File: src/rtl/sync_fifo_flags.sv
// Single-clock FIFO for any depth >= 2, with occupancy count, almost-full/empty thresholds,
// sticky overflow/underflow flags and sync flush. Define SYNC_FIFO_FWFT_EN for first-word-fall-through reads.
module sync_fifo_flags #(
  parameter int Width       = 8,
  parameter int Depth       = 16,
  parameter int AlmostFull  = 14,
  parameter int AlmostEmpty = 2
) (
  input  logic                             clk_i,
  input  logic                             nrst_i,
  input  logic                             clear_i,
  input  logic                             write_i,
  input  logic [Width-1:0]                 w_data_i,
  input  logic                             read_i,
  output logic [Width-1:0]                 r_data_o,
  output logic                             r_valid_o,
  output logic                             full_flag_o,
  output logic                             empty_flag_o,
  output logic                             almost_full_o,
  output logic                             almost_empty_o,
  output logic [$clog2(Depth+1)-1:0]       count_o,
  output logic                             overflow_o,
  output logic                             underflow_o
);

  localparam int Address = $clog2(Depth);
  localparam int CountW  = $clog2(Depth+1);

  localparam logic [Address-1:0] LastPtr = Address'(Depth - 1);
  localparam logic [CountW-1:0]  DepthC  = CountW'(Depth);
  localparam logic [CountW-1:0]  AfC     = CountW'(AlmostFull);
  localparam logic [CountW-1:0]  AeC     = CountW'(AlmostEmpty);

  // Pointers wrap explicitly so non-power-of-two depths need no spare wrap bit.
  function automatic logic [Address-1:0] ptr_inc(input logic [Address-1:0] p);
    return (p == LastPtr) ? '0 : p + 1'b1;
  endfunction

  logic [Width-1:0]   mem_q [Depth];
  logic [Address-1:0] wr_ptr_q, wr_ptr_d, rd_ptr_q, rd_ptr_d;
  logic [CountW-1:0]  count_q, count_d;
  logic               empty_q, full_q, afull_q, aempty_q, ovf_q, unf_q;
  logic               empty_d, full_d, afull_d, aempty_d, ovf_d, unf_d;
  logic               rd_acc, wr_acc;

  // Accept decisions and next state; clear suppresses both requests and their error side effects.
  always_comb begin
    rd_acc   = read_i & ~empty_q & ~clear_i;
    wr_acc   = write_i & (~full_q | rd_acc) & ~clear_i;
    wr_ptr_d = wr_acc ? ptr_inc(wr_ptr_q) : wr_ptr_q;
    rd_ptr_d = rd_acc ? ptr_inc(rd_ptr_q) : rd_ptr_q;
    count_d  = count_q;
    case ({wr_acc, rd_acc})
      2'b10:   count_d = count_q + 1'b1;
      2'b01:   count_d = count_q - 1'b1;
      default: count_d = count_q;
    endcase
    ovf_d = ovf_q | (write_i & ~wr_acc);
    unf_d = unf_q | (read_i & empty_q);
    if (clear_i) begin
      wr_ptr_d = '0;
      rd_ptr_d = '0;
      count_d  = '0;
      ovf_d    = 1'b0;
      unf_d    = 1'b0;
    end
    empty_d  = (count_d == '0);
    full_d   = (count_d == DepthC);
    afull_d  = (count_d >= AfC);
    aempty_d = (count_d <= AeC);
  end

  always_ff @(posedge clk_i) begin
    if (wr_acc) mem_q[wr_ptr_q] <= w_data_i;
  end

  always_ff @(posedge clk_i or negedge nrst_i) begin
    if (!nrst_i) begin
      wr_ptr_q <= '0;
      rd_ptr_q <= '0;
      count_q  <= '0;
      empty_q  <= 1'b1;
      full_q   <= 1'b0;
      afull_q  <= 1'b0;
      aempty_q <= 1'b1;
      ovf_q    <= 1'b0;
      unf_q    <= 1'b0;
    end else begin
      wr_ptr_q <= wr_ptr_d;
      rd_ptr_q <= rd_ptr_d;
      count_q  <= count_d;
      empty_q  <= empty_d;
      full_q   <= full_d;
      afull_q  <= afull_d;
      aempty_q <= aempty_d;
      ovf_q    <= ovf_d;
      unf_q    <= unf_d;
    end
  end

`ifdef SYNC_FIFO_FWFT_EN
  assign r_data_o  = mem_q[rd_ptr_q];
  assign r_valid_o = ~empty_q;
`else
  logic [Width-1:0] r_data_q;
  logic             r_valid_q;

  // Registered read port: data lands one cycle after the accepted read and then holds.
  always_ff @(posedge clk_i or negedge nrst_i) begin
    if (!nrst_i) begin
      r_data_q  <= '0;
      r_valid_q <= 1'b0;
    end else begin
      r_valid_q <= rd_acc;
      if (rd_acc) r_data_q <= mem_q[rd_ptr_q];
    end
  end

  assign r_data_o  = r_data_q;
  assign r_valid_o = r_valid_q;
`endif

  assign full_flag_o    = full_q;
  assign empty_flag_o   = empty_q;
  assign almost_full_o  = afull_q;
  assign almost_empty_o = aempty_q;
  assign count_o        = count_q;
  assign overflow_o     = ovf_q;
  assign underflow_o    = unf_q;

endmodule
File: config.mk
export PLATFORM = sky130hd
export DESIGN_NAME = sync_fifo_flags
export DESIGN_NICKNAME = d
export VERILOG_FILES = /design/src/rtl/sync_fifo_flags.sv
export SDC_FILE = /design/constraint.sdc
export NUM_CORES = 1
export LEC_CHECK = 0
export BUFFER_PORTS_ARGS = -buffer_cell sky130_fd_sc_hd__buf_2
export CAP_MARGIN = 25
export CORE_MARGIN = 10
export CORE_UTILIZATION = 35
export DETAILED_ROUTE_END_ITERATION = 10
export GPL_TIMING_DRIVEN = 0
export REMOVE_ABC_BUFFERS = 1
export SYNTH_ARGS = -nofsm -noshare
export SYNTH_HDL_FRONTEND = slang
export SYNTH_SLANG_ARGS = --single-unit
File: constraint.sdc
create_clock -name clk_i -period 4.15 [get_ports clk_i]
set_input_delay 0.415 -clock clk_i [delete_from_list [all_inputs] [get_ports clk_i]]
set_output_delay 0.415 -clock clk_i [all_outputs]
set_load 0.03 [all_outputs]
==> flow_summary.ini <==
[power_and_ir_drop]
combinationalPowerShare = 0.093
p_switching_uw = 902
p_total_uw = 3710
leakage_uw = 0.00253
clkPwrFrac = 0.421
share_seq_of_total_power = 0.486
p_int_uw = 2810
power.density_mw_per_mm2 = 503
peakVddDrop_v = 0.000283
swShare = 0.243

[sta]
slew_viol_final = 0
fin_setup_tns_ns = 0
clock_skew_ns = 0.00783
slew_headroom = 0.307
tightest_slew_ns = 1.04
fin_ws_ns = 0.657
grt_setup_unrepaired = no
finalCritPeriodShare = 0.842
fmax_mhz = 286
hold_viol = 0
setup_viol = 0
min_period_ns = 3.49

[synthesis]
async_flop_share = 0.179
ys_ff_latch = 156
synth.top_cells.by_count = 128 x edfxtp_1, 26 x dfrtp_1, 26 x mux4_2
yosysTopAreaCell = edfxtp_1
yosys.area.top_type_share = 0.601
ys.flop_type = edfxtp_1
synthTopCellsByArea = edfxtp_1 60%, dfrtp_1 10%, mux4_2 9.1%, mux4_1 2.5%, ha_1 1.6%
avgSynthCellArea_um2 = 18.1
netlist_area_mm2 = 0.00640
yosysSeqAreaShare = 0.710
synth_cell_types = 43
synth_cells = 354
ys_warn_count = 0
synth_edf_count = 128
synth.most_common_cell = edfxtp_1

[clock_tree]
root_buffer = clkbuf_16
cts.sinks = 156
cts-htree-levels = 4
clkTransAtPathRegs_ns = 0.06
cts_buffer_depth = 2
cts_tree = built
holdBufCountCts = 0
cts_resized = 0
numCtsBuffers = 17
worstSkewPairLatency_ns = 0.42
post-cts-setup-buffers = 0

[drt]
wl_um = 12700
dr.pass1.iters = 5
vias = 3234
drtAntennaViolNets = 0
drc = 0
first_iter_violations = 332
wire_per_inst_um = 20.2
viasPerCell = 5.14

[layout]
fin_util = 0.410
antenna_cells = 0
syn2layout_area_growth_pct = 15.2
final_cell_count_no_fill = 629
num-nets-final = 408
drive_gt1_frac = 0.268

[critical_path]
arrival_ns = 3.82
critPathCaptureType = flop
critical_path.max_fanout = 8
startpoint_type = flop
crit_type = reg -> reg
r2r_cells = 13
crit_required_ns = 4.48

[outcome]
outcome = complete, no violations

[placement]
hpwl_um = 8110
portBuffers = 32
dpl_worst_slack_ns = 0.496
gp_congestion = 0.753
dp_cells = 597

[die]
fp.dieH_um = 155
core_mm2 = 0.0180
die-area_mm2 = 0.0241
ioPinCount = 33
row_count = 49
initial_core_util = 0.356
chipWidth_um = 155

[grt]
grt_pass1_vias = 3491
grt_usage = 0.110
grt_pass1_wl_um = 20100
grt-ovfl-total = 0
grt_max_degree = 37
antenna_found_initial = 0

[run]
maxCapViolCount = 0

[worst_hold_path]
min_path_type = in -> async
## placed cells by master, fill, tap and decap left out, drive strengths merged, types with 8 or more instances in the layout
| master | count |
|---|---|
| nor2 | 18 |
| a221o | 8 |
| mux2 | 8 |
| ha | 8 |
| buf | 34 |
| mux2i | 9 |
| a21oi | 13 |
| clkbuf | 19 |
| edfxtp | 128 |
| dfrtp | 26 |
| nand2 | 11 |
| and3 | 8 |
| nor3 | 9 |
| inv | 14 |
| mux4 | 32 |
## sequential cells by signal (all words and copies together), names as in the netlist, 4 cells and up
signal / flops
mem_q: 128
r_data_o: 8
count_o: 5
rd_ptr_q: 4
wr_ptr_q: 4
## stage by stage
stage / hold WS [ns] / instance area (um2)
after CTS: 0.0421 / 7370
after floorplan: 0.119 / 6280
after global routing: 0.0622 / 7370
after global placement: 0.476 / 6730
final: 0.0266 / 7370
after detailed placement: 0.486 / 6770
## power by group through the flow
| stage | sequential [uW] | combinational (uW) | clock (uW) |
|---|---|---|---|
| 2_1_floorplan | 1910 | 137 | 0 |
| 3_3_place_gp | 1850 | 326 | 0 |
| 3_5_place_dp | 1830 | 351 | 0 |
| 4_1_cts | 1800 | 352 | 1590 |
| 5_1_grt | 1810 | 374 | 1670 |
| 6_report | 1800 | 346 | 1560 |
## worst paths after layout
check	startpoint	endpoint	slack [ns]
setup / recovery	empty_flag_o$_DFF_PN1_	almost_empty_o$_DFF_PN1_	0.66
hold / removal	nrst_i	count_o[2]$_DFF_PN0_	0.03
setup reg to reg	empty_flag_o$_DFF_PN1_	almost_empty_o$_DFF_PN1_	0.66
hold reg to reg	overflow_o$_DFF_PN0_	overflow_o$_DFF_PN0_	0.50
max in group asynchronous	nrst_i	rd_ptr_q[1]$_DFFE_PN0P_	3.66
min in group clk_i	read_i	underflow_o$_DFF_PN0_	0.28
## metal layers
layer	track usage	wire length, um	vias to the layer above
met2	0.189	6810	62
met5	0	0	-
li1	-	-	1476
met4	0.0446	146	0
met3	0.0254	421	10
met1	0.129	5300	1686
## layout make-up
type / instances / area, um2
inverter: 8 / 30.0
fill: 1565 / 10600
sequential: 156 / 4550
multi-input combinational: 170 / 1720
clock inverter: 13 / 156
clock buffer: 19 / 443
timing repair buffer: 34 / 188
tap: 229 / 287
## critical path, cell delays in order (launching register included)
cell	delay [ns]
dfstp_2	0.54
nor2b_1	0.09
o21ai_0	0.39
nor2_1	0.13
inv_1	0.21
ha_1	0.34
xor2_1	0.19
ha_1	0.22
or3b_2	0.45
o2111ai_1	0.12
a21oi_1	0.13
xnor2_1	0.23
a21oi_1	0.11
a211oi_1	0.24
## logic make-up (layout without fill, tap and decap cells)
logic type / after synthesis / after routing / share of synthesized area
fa+ha+maj: 8 / 8 / 0.0156
flops: 156 / 156 / 0.710
xor+xnor: 8 / 8 / 0.0109
mux: 49 / 49 / 0.144
simple gates: 68 / 68 / 0.0549
buf+inv: 28 / 74 / 0.0231
compound gates: 37 / 37 / 0.0407
(Power assumes the default switching activity.)
